$ cat config.mk
export PLATFORM = sky130hd
export DESIGN_NAME = scan_xbar
export DESIGN_NICKNAME = d
export VERILOG_FILES = /design/src/rtl/scan_pkg.sv /design/src/rtl/scan_xbar.sv
export SDC_FILE = /design/constraint.sdc
export NUM_CORES = 1
export LEC_CHECK = 0
export CAP_MARGIN = 25
export CORE_MARGIN = 1
export CORE_UTILIZATION = 41
export CTS_BUF_LIST = sky130_fd_sc_hd__clkbuf_4
export DETAILED_ROUTE_END_ITERATION = 7
export GPL_ROUTABILITY_DRIVEN = 0
export PLACE_DENSITY = 0.87
export SLEW_MARGIN = 15
export SYNTH_ARGS = -nofsm -noshare
export SYNTH_HDL_FRONTEND = slang
export SYNTH_SLANG_ARGS = --single-unit
export TNS_END_PERCENT = 1
$ cat constraint.sdc
create_clock -name clk -period 6.52 [get_ports clk]
set_input_delay 0.978 -clock clk [delete_from_list [all_inputs] [get_ports clk]]
set_output_delay 0.978 -clock clk [all_outputs]
set_load 0.05 [all_outputs]
$ cat src/rtl/scan_pkg.sv
// Shared types for the scan crossbar: completion status, FSM states and the timeout read fill.
package scan_pkg;

  typedef enum logic [1:0] {
    ERR_OK      = 2'd0,
    ERR_DECODE  = 2'd1,
    ERR_TIMEOUT = 2'd2,
    ERR_OVERRUN = 2'd3
  } err_e;

  typedef enum logic [1:0] {
    IDLE  = 2'd0,
    ISSUE = 2'd1,
    WAIT  = 2'd2,
    DONE  = 2'd3
  } state_e;

  localparam bit RDATA_TIMEOUT_FILL = '1;

  // Overrun only reports when nothing worse happened to the command.
  function automatic err_e err_fold(input err_e base, input logic overrun);
    if (base == ERR_OK && overrun) return ERR_OVERRUN;
    return base;
  endfunction

endpackage

$ cat src/rtl/scan_xbar.sv
// Scan command crossbar: decodes one scan command per id_valid to one of NT targets.
// Optional target wait limit is enabled with SCAN_XBAR_TIMEOUT_EN.
//
// state | meaning
// IDLE  | waiting for id_valid, last result held on static_*
// ISSUE | one-cycle strobe to the selected target
// WAIT  | strobe done, waiting for tgt_ready of the selected target
// DONE  | result published, returns to IDLE
module scan_xbar
  import scan_pkg::*;
#(
  parameter int DW      = 16,
  parameter int AW      = 16,
  parameter int NT      = 4,
  parameter int TIMEOUT = 255
) (
  input  logic             clk,
  input  logic             rst,
  input  logic             id_valid,
  input  logic             static_wen,
  input  logic             static_ren,
  input  logic [AW-1:0]    static_addr,
  input  logic [DW-1:0]    static_wdata,
  output logic [DW-1:0]    static_rdata,
  output logic             static_ready,
  output logic [1:0]       static_err,
  output logic [NT-1:0]    tgt_ren,
  output logic [NT-1:0]    tgt_wen,
  output logic [AW-$clog2(NT)-1:0] tgt_addr,
  output logic [DW-1:0]    tgt_wdata,
  input  logic [NT*DW-1:0] tgt_rdata,
  input  logic [NT-1:0]    tgt_ready
);

  localparam int SEL_W = $clog2(NT);
  localparam int TAW   = AW - SEL_W;

  if (NT < 2 || TIMEOUT < 1) begin : g_bad_param
    $error("scan_xbar: NT must be >= 2 and TIMEOUT >= 1");
  end

  state_e             state_q, state_d;
  logic               cmd_wen_q, cmd_ren_q;
  logic [SEL_W-1:0]   sel_q;
  logic [TAW-1:0]     addr_q;
  logic [DW-1:0]      wdata_q;
  logic               ov_q;
  err_e               base_err_q;
  err_e               err_q;
  logic               ready_q;
  logic [DW-1:0]      rdata_q;

  logic [SEL_W-1:0]   in_sel;
  logic               accept;
  logic               dec_bad;
  logic               sel_ready;
  logic [DW-1:0]      sel_rdata;
  logic               timeout_hit;
  logic               finish;
  err_e               eff_base;

  assign in_sel    = static_addr[AW-1:TAW];
  assign accept    = (state_q == IDLE) && id_valid;
  assign dec_bad   = (static_wen && static_ren) || (32'(in_sel) >= 32'(NT));
  assign sel_ready = tgt_ready[sel_q];
  assign sel_rdata = tgt_rdata[sel_q*DW +: DW];

`ifdef SCAN_XBAR_TIMEOUT_EN
  localparam int TO_W = $clog2(TIMEOUT + 1);
  logic [TO_W-1:0] to_cnt_q;

  always_ff @(posedge clk) begin
    if (rst)                  to_cnt_q <= '0;
    else if (state_q == ISSUE) to_cnt_q <= '0;
    else if (state_q == WAIT)  to_cnt_q <= to_cnt_q + 1'b1;
  end

  // Fires on the WAIT cycle whose increment brings the count to TIMEOUT.
  assign timeout_hit = (state_q == WAIT) && !sel_ready && (to_cnt_q == TO_W'(TIMEOUT - 1));
`else
  assign timeout_hit = 1'b0;
`endif

  always_comb begin
    state_d = state_q;
    case (state_q)
      IDLE: begin
        if (id_valid) begin
          if (dec_bad || !(static_wen || static_ren)) state_d = DONE;
          else                                        state_d = ISSUE;
        end
      end
      ISSUE:   state_d = sel_ready ? DONE : WAIT;
      WAIT:    state_d = (sel_ready || timeout_hit) ? DONE : WAIT;
      DONE:    state_d = IDLE;
      default: state_d = IDLE;
    endcase
  end

  assign finish   = ((state_q == ISSUE) || (state_q == WAIT)) && (state_d == DONE);
  assign eff_base = timeout_hit ? ERR_TIMEOUT : base_err_q;

  always_comb begin
    tgt_wen = '0;
    tgt_ren = '0;
    if (state_q == ISSUE) begin
      if (cmd_wen_q) tgt_wen = NT'(1) << sel_q;
      if (cmd_ren_q) tgt_ren = NT'(1) << sel_q;
    end
  end

  always_ff @(posedge clk) begin
    if (rst) begin
      state_q    <= IDLE;
      cmd_wen_q  <= 1'b0;
      cmd_ren_q  <= 1'b0;
      sel_q      <= '0;
      addr_q     <= '0;
      wdata_q    <= '0;
      ov_q       <= 1'b0;
      base_err_q <= ERR_OK;
      err_q      <= ERR_OK;
      ready_q    <= 1'b0;
      rdata_q    <= '0;
    end else begin
      state_q <= state_d;

      if (accept) begin
        cmd_wen_q  <= static_wen;
        cmd_ren_q  <= static_ren;
        sel_q      <= in_sel;
        addr_q     <= static_addr[TAW-1:0];
        wdata_q    <= static_wdata;
        ready_q    <= 1'b0;
        ov_q       <= 1'b0;
        base_err_q <= dec_bad ? ERR_DECODE : ERR_OK;
      end else if (id_valid) begin
        ov_q <= 1'b1;
      end

      // A strobe in the DONE cycle still counts against the command being reported.
      if (finish) begin
        ready_q <= 1'b1;
        err_q   <= err_fold(eff_base, ov_q || id_valid);
        if (timeout_hit) begin
          base_err_q <= ERR_TIMEOUT;
          rdata_q    <= {DW{RDATA_TIMEOUT_FILL}};
        end else if (cmd_ren_q) begin
          rdata_q <= sel_rdata;
        end
      end else if (state_q == DONE) begin
        ready_q <= 1'b1;
        err_q   <= err_fold(base_err_q, ov_q || id_valid);
      end
    end
  end

  assign tgt_addr     = addr_q;
  assign tgt_wdata    = wdata_q;
  assign static_rdata = rdata_q;
  assign static_ready = ready_q;
  assign static_err   = err_q;

endmodule
==> summary.md, run 1 <==
| Metric | Value |
|---|---|
| Routed Antenna Nets | 0 |
| Sw Pwr | 373 uW |
| # DRC | 0 |
| Synth top area cells | dfxtp_1 (43%), mux4_2 (14%), nand2_1 (11%), a21oi_1 (9.8%), nand3_1 (3.0%) |
| Tot GR Track Use | 25.7% |
| Setup-failing EPs final | 0 |
| Largest stage delay on the critical path | roughly 0.98 ns |
| IO Port Bufs | 161 |
| YS warnings | 0 |
| Worst slew pin tran | around 0.98 ns |
| Fillers | 457 |
| Core area | 6100 um^2 |
| Largest net degree at the start of global routing | 59 |
| # placed instances | 516 |
| Starting density of the core | a little over two fifths |
| WP data arrival | 2.52 ns |
| IO Count | 162 |
| Final std cells w/o fill | 533 |
| DRT iter0 DRCs | 132 |
| Synthesized net count | 408 |
| DIE AREA | 6810 um^2 |
| Crit-path slowest cell | dfxtp_1 |
| Top-count cell post-synth | nand2_1 |
| Vias in the first global route | 2769 |
| Unique masters post-synth | 33 |
| RSZ-0062 raised after global routing | false |
| Crit path required time | 5.54 ns |
| Row count | 28 |
| DR vias/cell | 5.31 |
| Synth Flop Type | dfxtp_1 |
| Syn_area_per_cell | 8.92 um^2 |
| CP startpoint kind | register |
| Clock latency at the later pin of the worst-skew pair | 0.39 ns |
| Global route overflow | 0 |
| DR pass1 iterations | 4 |
| Routed vias | 2828 |
| Clock power share | between 20% and 30% |
| Asr flop ratio synth | 0% |
| Post-CTS Setup Inserts | 0 |
| VDD IR max | 0.193 mV |
| Yosys top cell area share | between 40% and 50% |
| Die W | ~83 um |
| Fin crit share | 53.6% |
| Final #Nets | 563 |
| WS Path Type | reg2out |
| Share of cells above drive strength 1 | 9.39% |
| Internal | approximately 670 uW |
| Post-synth top area cell | dfxtp_1 |
| EDFF count, synth | 0 |
| Routed wire length | 8480 um |
| Peak Freq | 0.286 GHz |
| Crit path max fanout | 23 |
| Area grow syn2layout | 67.9% |
| H-tree levels | 3 |
| CTS sink count | 57 |
| CTS tree | built |
| Seq cells post-synth | 57 |
| Final antenna diode count | 0 |
| Pins Over Slew Limit | 0 |
| Die Y | 82.5 um |
| Status | finished, final reports clean |
| First-pass GRT wire length | 12900 um |
| Synth Cell Area | ~2700 um^2 |
| Pleak | roughly 0.0016 uW |
| Crit path buffers/inverters | 1 |
| Combinational share of power | a little under two fifths |
| Slew margin rel. | between 30 and 40% |
| Crit end category | output pin |
| Crit-path cells | nand2_1, nor2_1, clkdlybuf4s50_1 |
| Clock buffer depth | 2 |
| Average wire per standard cell | 15.9 um |
| Initial antenna violation count | 0 |
| Crit path max-delay family | flip-flops |
| CTS buffer count | 9 |
| Clock transition at path regs | 0.10 ns |
| HPWL Detailed | 6430 um |
| HP Class | reg2reg |
| Final Hold Fails | 0 |
| Seq/Total Area, Yosys | 42.9% |
| Setup Skew | about 0.015 ns |
| Top cells by count, synth | nand2_1 (75), dfxtp_1 (57), a21oi_1 (52) |
| Setup TNS Final | 0 ns |
| Post-CTS Hold Fix Bufs | 0 |
| PD cells | 233 nW/um^2 |
| Resized Gates After CTS | 0 |
| Root Buffer Master | clkbuf_4 |
| Syn Inst Count | 298 |
| Sw Share | 35.9% |
| Sequential power share | 38.5% |
| Max-Cap Viols | 0 |
| Final min period | 3.49 ns |
-- power groups by stage --
stage / clock (uW) / combinational, uW / sequential (uW)
final: 249 / 390 / 400
after global routing: 274 / 418 / 404
after CTS: 255 / 389 / 401
after detailed placement: 0 / 387 / 408
after global placement: 0 / 374 / 407
after floorplan: 0 / 164 / 486
-- tightest hold or removal path: stages (launching register included) --
cell and delay [ns]:
dfxtp_1 0.32, nand2_1 0.05, a21oi_1 0.05
-- cells by family after synthesis --
logic type                 synth area share (%)
AOI/OAI and AO/OA                          17.7
adders and majority gates                  2.35
buffers and inverters                      4.19
DFF                                        42.9
muxes                                      14.7
and+or+nand+nor                            18.1
-- registers in the layout, indices dropped and copies added (netlist names) --
name          flops
static_rdata     16
tgt_wdata        16
tgt_addr         14
sel_q             2
state_q           2
static_err        2
base_err_q        1
cmd_ren_q         1
cmd_wen_q         1
ov_q              1
static_ready      1
-- cell usage in the layout (no fill, tap or decap), drive strengths merged, types with 2 or more instances in the layout --
cell and count:
dfxtp 57, mux2i 2, nor3 3, clkinv 3, mux4 16, nor2b 2
nand3 16, nor2 11, a211oi 2, ha 5, buf 5, clkbuf 10
inv 3, o21ai 18, nand2b 3, clkdlybuf4s50 160, clkinvlp 2, nand2 75
a21oi 52
-- routing by layer --
layer | up-vias | share of wire (%) | global-route usage [%] | wire (um)
met4 | 0 | 3.4 | 14.5 | 289
met3 | 23 | 6.8 | 5.71 | 580
met5 | - | 0 | 0 | 0
met1 | 1328 | 39 | 30.0 | 3320
li1 | 1366 | - | - | -
met2 | 111 | 51 | 43.3 | 4290
-- final cells by class --
cell class	count	area (um^2)	area share, %
Timing Repair Buffer	165	1680	37.6
Multi-Input combinational cell	217	1410	31.5
Sequential cell	57	1140	25.6
Tap cell	75	93.8	2.10
Clock buffer	10	75.1	1.68
Clock inverter	6	58.8	1.32
Inverter	3	11.3	0.252
-- per-stage QoR --
stage / total power [uW] / setup slack, ns / area (um^2) / hold WS, ns / utilization, %
after global routing: 1100 / 2.90 / 4460 / 0.483 / 73.2
after global placement: 781 / 3.53 / 4270 / 0.441 / 70.1
after detailed placement: 796 / 3.47 / 4300 / 0.446 / 70.6
final: 1040 / 3.03 / 4460 / 0.457 / 73.2
after CTS: 1040 / 3.03 / 4440 / 0.460 / 72.8
after floorplan: 650 / 3.87 / 2660 / 0.450 / -
-- final timing paths --
check / startpoint / end / slack, ns / cells after the start
hold reg to reg: tgt_addr[9]$_SDFFE_PP0P_ / tgt_addr[9]$_SDFFE_PP0P_ / 0.46 / 2
setup / recovery: sel_q[1]$_SDFFE_PP0P_ / tgt_ren[3] / 3.03 / 3
setup reg to reg: state_q[0]$_SDFF_PP0_ / static_err[1]$_SDFFE_PP0P_ / 4.04 / 6
hold / removal: tgt_addr[9]$_SDFFE_PP0P_ / tgt_addr[9]$_SDFFE_PP0P_ / 0.46 / 2
No activity file was read; power rests on OpenSTA's default activity.
==> inputs of run 2 (changes only) <==
--- a/config.mk
+++ b/config.mk
@@ -7,11 +7,11 @@
 export LEC_CHECK = 0
 export CAP_MARGIN = 25
 export CORE_MARGIN = 1
-export CORE_UTILIZATION = 41
+export CORE_UTILIZATION = 35
 export CTS_BUF_LIST = sky130_fd_sc_hd__clkbuf_4
 export DETAILED_ROUTE_END_ITERATION = 7
 export GPL_ROUTABILITY_DRIVEN = 0
-export PLACE_DENSITY = 0.87
+export PLACE_DENSITY = 0.79
 export SLEW_MARGIN = 15
 export SYNTH_ARGS = -nofsm -noshare
 export SYNTH_HDL_FRONTEND = slang
==> constraint.sdc (replaced) <==
create_clock -name clk -period 3 [get_ports clk]
set_input_delay 0.45 -clock clk [delete_from_list [all_inputs] [get_ports clk]]
set_output_delay 0.45 -clock clk [all_outputs]
set_load 0.05 [all_outputs]
==> run 2 against run 1 <==
Compared with the run above: power is 130% higher; die area is 17% higher; worst hold slack hardly changed; flip-flop and latch count stayed put; sequential power is 120% higher; critical path type unchanged; critical endpoint is now tgt_wen[2].
==> summary.md, run 2 (synthesis results as in run 1) <==
| Metric | Value |
|---|---|
| Crit-path slowest cell | clkdlybuf4s50_1 |
| Most frequent cells in the layout | clkdlybuf4s50_1 (156), nand2_1 (75), dfxtp_1 (57) |
| Final min period | 2.55 ns |
| Crit path required time | 2.55 ns (-2.99 ns) |
| Fin crit share | between 80% and 90% |
| CTS tree | built |
| Initial antenna violation count | 0 (unchanged) |
| Cell area after placement | 4320 um^2 (+0.35%) |
| Largest net degree at the start of global routing | 39 (-34%) |
| DR pass1 iterations | 4 (unchanged) |
| IO Count | 162 (unchanged) |
| Fillers | 640 (+40%) |
| Average wire per standard cell | 14.7 um (-7.9%) |
| Die Y | 89.2 um (+8.0%) |
| DIE AREA | 7950 um^2 (+17%) |
| Vias in the first global route | 2654 (-4.2%) |
| Pins Over Slew Limit | 0 (unchanged) |
| DR vias/cell | 4.93 (-7.0%) |
| Max-Cap Viols | 0 (unchanged) |
| Post-CTS Setup Inserts | 0 (unchanged) |
| Crit-path cells | buf_4, nand2_1, nor2_1, clkdlybuf4s50_1 |
| Status | finished, final reports clean |
| Area of the multi-input gates | 1410 um^2 (unchanged) |
| DRT iter0 DRCs | 120 (-9.1%) |
| Final #Nets | 564 (+0.18%) |
| HP Class | reg2reg |
| Root Buffer Master | clkbuf_4 |
| Routed vias | 2752 (-2.7%) |
| RSZ-0062 raised after global routing | false |
| CP startpoint kind | register |
| Crit path max-delay family | buffers and inverters |
| Largest stage delay on the critical path | 0.81 ns (-0.17 ns) |
| Final instance area | 4490 um^2 (+0.67%) |
| WP data arrival | 2.10 ns (-0.42 ns) |
| Clock transition at path regs | 0.10 ns (about the same) |
| Area grow syn2layout | 69.0% |
| Worst Slack Setup Final | 0.446 ns (-2.58 ns) |
| # DRC | 0 (unchanged) |
| Share of cells above drive strength 1 | 10.0% (+0.63 points) |
| Row count | 31 (+11%) |
| Crit end category | output pin |
| Global route overflow | 0 (unchanged) |
| Clock latency at the later pin of the worst-skew pair | 0.38 ns (about the same) |
| Slew margin rel. | 53.2% (+19 points) |
| Die W | 89.2 um (+8.0%) |
| First-pass GRT wire length | 12600 um (-2.7%) |
| IO Port Bufs | 161 (unchanged) |
| CTS buffer count | 9 (unchanged) |
| Dpl ws | 0.549 ns (-2.92 ns) |
| # placed instances | 542 (+5.0%) |
| Worst slew pin tran | 0.701 ns (-0.283 ns) |
| Post-CTS Hold Fix Bufs | 0 (unchanged) |
| Tot GR Track Use | 20.7% (-4.9 points) |
| Setup Skew | 0.0169 ns (+0.00185 ns) |
| Clock buffer depth | 2 (unchanged) |
| Routed wire length | 8180 um (-3.6%) |
| H-tree levels | 3 (unchanged) |
| Most common cell after layout, fill and taps aside | clkdlybuf4s50_1 |
| Setup TNS Final | 0 ns (unchanged) |
| VDD IR max | 0.348 mV (+80%) |
| HPWL Detailed | 6240 um (-2.9%) |
| WS Path Type | reg2out |
| Hold slack | 0.457 ns (+0.000333 ns) |
| Routed Antenna Nets | 0 (unchanged) |
| CTS sink count | 57 (unchanged) |
| Pleak | 0.00158 uW (+1.0%) |
| Crit path buffers/inverters | 2 (+1) |
| PD cells | 533 nW/um^2 (+130%) |
| Crit path max fanout | 20 (-13%) |
| Core area | 7290 um^2 (+20%) |
| Resized Gates After CTS | 0 (unchanged) |
| Final antenna diode count | 0 (unchanged) |
| Reg area | 1140 um^2 (unchanged) |
| Final Hold Fails | 0 (unchanged) |
| Starting density of the core | 36.5% (-7.2 points) |
| Peak Freq | 0.391 GHz |
| Final std cells w/o fill | 558 (+4.7%) |
| Setup-failing EPs final | 0 (unchanged) |
## run 2: changes by cell type in the layout (fill, tap and decap cells not counted), sizes merged
cell           delta
buf               +5
bufinv            +2
clkbuf            -1
clkdlybuf4s50     -4
clkinvlp          -1
## run 2: worst paths after layout
kind,from,endpoint,slack (ns),depth (start not counted)
setup / recovery,sel_q[1]$_SDFFE_PP0P_,tgt_wen[2],0.45,4
hold / removal,tgt_wdata[14]$_SDFFE_PP0P_,tgt_wdata[14]$_SDFFE_PP0P_,0.46,2
setup reg to reg,state_q[0]$_SDFF_PP0_,static_err[1]$_SDFFE_PP0P_,0.56,6
hold reg to reg,tgt_wdata[14]$_SDFFE_PP0P_,tgt_wdata[14]$_SDFFE_PP0P_,0.46,2
## run 2: per-stage QoR
step | total power, uW | utilization [%]
floorplan | 1410 | -
global placement | 1710 | 59.2
detailed placement | 1720 | 59.2
CTS | 2420 | 61.6
global route | 2520 | 61.6
finish | 2390 | 61.6
## run 2: layout make-up
cell class / instances / area share [%]
clock buffer: 9 / 1.50
clock inverter: 7 / 2.42
inverter: 3 / 0.251
multi-input combinational: 217 / 31.3
sequential: 57 / 25.4
tap: 99 / 2.76
timing repair buffer: 166 / 36.4
## run 2: per-layer routing
layer / wire length [um] / track usage, % / up-vias
met5: 0 / 0 / -
li1: - / - / 1363
met3: 569 / 4.62 / 16
met4: 156 / 9.96 / 0
met2: 4100 / 35.6 / 107
met1: 3360 / 24.6 / 1266
## run 2: worst reg2reg max path, stage by stage, from the launching register on
cell      delay (ns)
dfxtp_1         0.41
inv_1           0.08
ha_1            0.41
or3b_4          0.43
o221ai_4        0.46
a21o_1          0.21
mux2_1          0.31
## run 2: report_power, final
part,internal (uW),switching (uW),leakage [uW]
Sequential,822,40.2,0.000465
Clock,414,281,0.0000887
Combinational,357,479,0.00102
Total,1590,800,0.00158
